===== config.mk =====
export PLATFORM = sky130hd
export DESIGN_NAME = neuron_mac_layer
export DESIGN_NICKNAME = d
export VERILOG_FILES = /design/src/rtl/neuron_mac_layer.sv
export SDC_FILE = /design/constraint.sdc
export NUM_CORES = 2
export LEC_CHECK = 0
export BUFFER_PORTS_ARGS = -buffer_cell sky130_fd_sc_hd__buf_2
export CAP_MARGIN = 10
export CORE_MARGIN = 4
export CORE_UTILIZATION = 65
export DETAILED_ROUTE_END_ITERATION = 6
export PLACE_DENSITY = 0.84
export SYNTH_ARGS = -nofsm -noshare
export SYNTH_HDL_FRONTEND = slang
export SYNTH_SLANG_ARGS = --single-unit

===== constraint.sdc =====
create_clock -name clk -period 19.5 [get_ports clk]
set_clock_uncertainty 0.1 [all_clocks]
set_input_delay 1.95 -clock clk [delete_from_list [all_inputs] [get_ports clk]]
set_output_delay 1.95 -clock clk [all_outputs]
set_load 0.01 [all_outputs]

===== src/rtl/neuron_mac_layer.sv =====
// neuron_mac_layer
//   Fully-connected layer MAC stage feeding the activation block. One input
//   element x[k] arrives per accepted beat together with one weight per
//   neuron; all `size` neuron sums accumulate in parallel, each seeded with
//   its bias aligned to the product's fixed-point scale. When the last beat
//   is accepted the narrowed results are registered and held on out_data
//   until the downstream handshake completes.
//
// Configuration macro: MAC_SATURATE_EN
//   defined   : results clamp to the signed data_size range
//   undefined : results keep their low data_size bits (two's complement wrap)
//
// Ports
//   clk        rising-edge clock
//   rst        synchronous active-high reset (returns to IDLE, clears state)
//   start      begin an evaluation; sampled only in IDLE
//   bias       per-neuron bias lanes, captured on an accepted start
//   in_valid   in_data/in_weight valid
//   in_ready   beat accepted when high together with in_valid (ACCUM only)
//   in_data    input element x[k]
//   in_weight  w[i][k], lane i = bits [(i+1)*data_size-1 : i*data_size]
//   out_valid  out_data holds a finished result (DONE)
//   out_ready  downstream consumes the result
//   out_data   narrowed neuron sums, same lane order as in_weight
//   busy       high in ACCUM or DONE
module neuron_mac_layer #(
  parameter int data_size   = 16,
  parameter int size        = 3,
  parameter int input_count = 4,
  parameter int frac_bits   = 8
) (
  input  logic                      clk,
  input  logic                      rst,
  input  logic                      start,
  input  logic [data_size*size-1:0] bias,
  input  logic                      in_valid,
  output logic                      in_ready,
  input  logic [data_size-1:0]      in_data,
  input  logic [data_size*size-1:0] in_weight,
  output logic                      out_valid,
  input  logic                      out_ready,
  output logic [data_size*size-1:0] out_data,
  output logic                      busy
);

  // Wide enough for input_count full products plus the bias term.
  localparam int ACC_W  = 2*data_size + $clog2(input_count) + 1;
  localparam int PROD_W = 2*data_size;
  localparam int CNT_W  = $clog2(input_count + 1);

  typedef enum logic [1:0] {
    S_IDLE  = 2'd0,
    S_ACCUM = 2'd1,
    S_DONE  = 2'd2
  } state_t;

  state_t                  state, state_nxt;
  logic [CNT_W-1:0]        cnt_p0;
  logic signed [ACC_W-1:0] acc_p0  [size];
  logic signed [ACC_W-1:0] acc_sum [size];
  logic signed [PROD_W-1:0] prod   [size];
  logic                    beat;
  logic                    last_beat;

  // Drop the fractional scale of the product and narrow to one lane.
  function automatic logic signed [data_size-1:0] narrow(input logic signed [ACC_W-1:0] v);
`ifdef MAC_SATURATE_EN
    logic signed [ACC_W-1:0] s;
    logic signed [ACC_W-1:0] sat_max;
    logic signed [ACC_W-1:0] sat_min;
    sat_max = {{(ACC_W-data_size+1){1'b0}}, {(data_size-1){1'b1}}};
    sat_min = {{(ACC_W-data_size+1){1'b1}}, {(data_size-1){1'b0}}};
    s = v >>> frac_bits;
    if (s > sat_max)      return sat_max[data_size-1:0];
    else if (s < sat_min) return sat_min[data_size-1:0];
    else                  return data_size'(s);
`else
    return data_size'(v >>> frac_bits);
`endif
  endfunction

  assign in_ready  = (state == S_ACCUM);
  assign out_valid = (state == S_DONE);
  assign busy      = (state != S_IDLE);
  assign beat      = in_valid && in_ready;
  assign last_beat = beat && (cnt_p0 == CNT_W'(input_count - 1));

  // Stage p0 combinational: running sum including the current beat.
  always_comb begin
    for (int i = 0; i < size; i++) begin
      prod[i]    = $signed(in_data) * $signed(in_weight[i*data_size +: data_size]);
      acc_sum[i] = acc_p0[i] + {{(ACC_W-PROD_W){prod[i][PROD_W-1]}}, prod[i]};
    end
  end

  always_ff @(posedge clk) begin
    if (rst) state <= S_IDLE;
    else     state <= state_nxt;
  end

  always_comb begin
    state_nxt = state;
    case (state)
      S_IDLE:  if (start)     state_nxt = S_ACCUM;
      S_ACCUM: if (last_beat) state_nxt = S_DONE;
      S_DONE:  if (out_ready) state_nxt = S_IDLE;
      default:                state_nxt = S_IDLE;
    endcase
  end

  // Stage p0: accumulators and beat count.
  always_ff @(posedge clk) begin
    if (rst) begin
      cnt_p0 <= '0;
      for (int i = 0; i < size; i++) acc_p0[i] <= '0;
    end else if (state == S_IDLE && start) begin
      cnt_p0 <= '0;
      for (int i = 0; i < size; i++)
        acc_p0[i] <= {{(ACC_W-data_size){bias[(i+1)*data_size-1]}},
                      bias[i*data_size +: data_size]} << frac_bits;
    end else if (beat) begin
      cnt_p0 <= cnt_p0 + CNT_W'(1);
      for (int i = 0; i < size; i++) acc_p0[i] <= acc_sum[i];
    end
  end

  // Stage p1: result register, loaded from the sum that includes the last beat.
  always_ff @(posedge clk) begin
    if (rst) begin
      out_data <= '0;
    end else if (last_beat) begin
      for (int i = 0; i < size; i++)
        out_data[i*data_size +: data_size] <= narrow(acc_sum[i]);
    end
  end

endmodule


==> impl_metrics.toml <==
[run_status]
status = "finished clean"

[routing]
via_per_inst = 5.62
wl_per_cell_microns = 17.9
final_antenna_net_count = 0
vias = 23200
drt-total-wl_microns = 74200
drt_iter0_drc = 1940
firstDrtPassIters = 6
drc_errors = 0

[grt]
grt_pass1_wl_microns = 122000
grt_use_total_pct = 30.1
antenna_found_initial = 7
grt_max_degree = 73
gr-total-overflow = 0
grt_pass1_vias = 24100

[timing]
finalSetupViolCount = 0
relSlewSlack_pct = 14.9
rsz0062_at_grt = "no"
worstMarginPinSlew_ns = 1.27
drv_slew = 0
finalHoldViolations = 0
period_share_pct = 48.6
tns_ns = 0
period_minus_slack_ns = 9.48
fmax_ghz = 0.105

[placed_design]
dp_hpwl_microns = 57600
place_congestion = 0.927
place_area_sq_um = 31800
io_buffers = 167

[final_layout]
fillers = 3605
syn_to_final_growth_pct = 5.62
fin_area_sq_um = 32400
final_cell_mix = "inv_1, fa_1, nand2_1"
multi_input_area_sq_um = 24100
seqCellArea_sq_um = 3220
fin_nets = 4483
drive_gt1_share_pct = 7.04
layout_commonest_cell = "inv_1"

[critical_path]
crit_top_cell = "fa_1"
startpoint_type = "primary input"
crit_slowest_cell = "buf_2"
cpPeakStageDelay_ns = 0.82
cp_max_fo = 48
cp.arrival_ns = 9.58
r2r_cells = 12
reg2reg_setup_slack_ns = 15.95
crit_required_ns = 19.59
setup.worst_path.end = "acc_p0[0][93]"
setup.worst_path.start = "in_data[7]"
worstReg2RegStart = "acc_p0[0][0]"
cp-end-kind = "flip-flop"
critical_path_class = "in -> reg"
timing.rr.end = "acc_p0[0][20]"

[floorplanning]
initial_core_util_pct = 65.8
design.core.area_sq_um = 46700
dieArea_sq_um = 50800
die_x_microns = 225
die_y_microns = 225
num_io_pins = 168
rows = 79

[synthesis]
yosys.area.top_type_share_pct = 36.8
syn_area_sq_um = 30700
synthCells = 3461
ys_warn_count = 0
syn_area_per_cell_sq_um = 8.87
synth.area.top_cells = "fa_1, ha_1, inv_1, edfxtp_1, and2_1"
synth.distinct_cells = 68
synth_seq_cells = 125
syn_nets = 4435
synth_edf_count = 72
synth-seq-area-share_pct = 10.5
async_reset_ff_share_pct = 0
yosys.area.top_type = "fa_1"
ys.flop_type = "edfxtp_1"

[clock_tree]
cts-htree-levels = 4
cts_resized = 0
cts_root_buf = "clkbuf_16"
cts_sinks = 125
cts_tree = "done"
clkTransAtPathRegs_ns = 0.06
numCtsBuffers = 17
clockBufferDepth = 2
cts_hold_buffers = 0
clkLatencyLatePin_ns = 0.43
postCtsSetupBuffers = 0

[flow_run]
drv_cap = 0

[hold_path]
min_path_type = "reg -> reg"
[synthesized netlist by cell type (all sizes together) (30+ instances only)]
cell type	n
xnor2	144
a21oi	120
dfxtp	53
clkbuf	151
xor2	40
nor2	102
ha	293
o21ai	47
inv	755
edfxtp	72
and2	324
fa	564
nand2b	30
a22o	42
a21o	41
nand2	476
[final cells by class]
type / count / share of cell area [%]
repair buffers: 181 / 2.90
inverters: 755 / 8.74
diodes: 6 / 0.0463
clock inverters: 14 / 0.371
well taps: 607 / 2.34
clock buffers: 18 / 1.32
flip-flops and latches: 125 / 9.94
multi-input cells: 2429 / 74.3
[state kept, by name (all words and copies together), names as in the netlist]
| register | cells |
|---|---|
| out_data | 48 |
| cnt_p0 | 3 |
| acc_p0 | 72 |
| state | 2 |
[critical path: cells and delay by family]
family	cells	cell delay (ns)
adder cells (fa/ha/maj)	8	3.40
AO/OA/AOI/OAI	10	2.23
buffers and inverters	4	0.96
AND/OR/NAND/NOR	4	0.53
XOR/XNOR	3	0.47
[metal layers]
| metal | global-route usage (%) | share of wire [%] | up-vias |
|---|---|---|---|
| li1 | - | - | 10600 |
| met1 | 43.3 | 43 | 11400 |
| met2 | 47.3 | 46 | 1065 |
| met3 | 5.95 | 9.4 | 135 |
| met4 | 8.22 | 2.3 | 2 |
| met5 | 0 | 0.011 | - |
[stage by stage]
step | utilization [%] | hold WS (ns) | setup WS [ns] | std cells
after floorplan | - | 0.338 | 10.44 | 3461
after global placement | 68.3 | 0.340 | 9.80 | 4097
after detailed placement | 68.3 | 0.343 | 9.66 | 4097
after CTS | 69.4 | 0.351 | 10.08 | 4129
after global routing | 69.5 | 0.372 | 9.60 | 4135
final | 69.5 | 0.350 | 10.02 | 4135
[logic make-up after synthesis]
group	Yosys count	share of synthesized area, %
simple gates	1024	16.1
buf+inv	907	11.1
fa+ha+maj	857	48.7
compound gates	363	8.26
xor+xnor	184	5.25
flops	125	10.5
mux	1	0.0326
[worst min-delay path by stage]
stage	start	endpoint	slack [ns]	cells past startpoint
2_1_floorplan	state[1]	state[0]	0.34	1
3_3_place_gp	out_data[30]	out_data[30]	0.34	2
3_5_place_dp	out_data[3]	out_data[3]	0.34	2
4_1_cts	out_data[3]	out_data[3]	0.35	2
5_1_grt	out_data[30]	out_data[30]	0.37	2
6_report	out_data[3]	out_data[3]	0.35	2
Power is not shown: default switching activity piles up to over one toggle a cycle in this logic, so the estimate is an artifact.
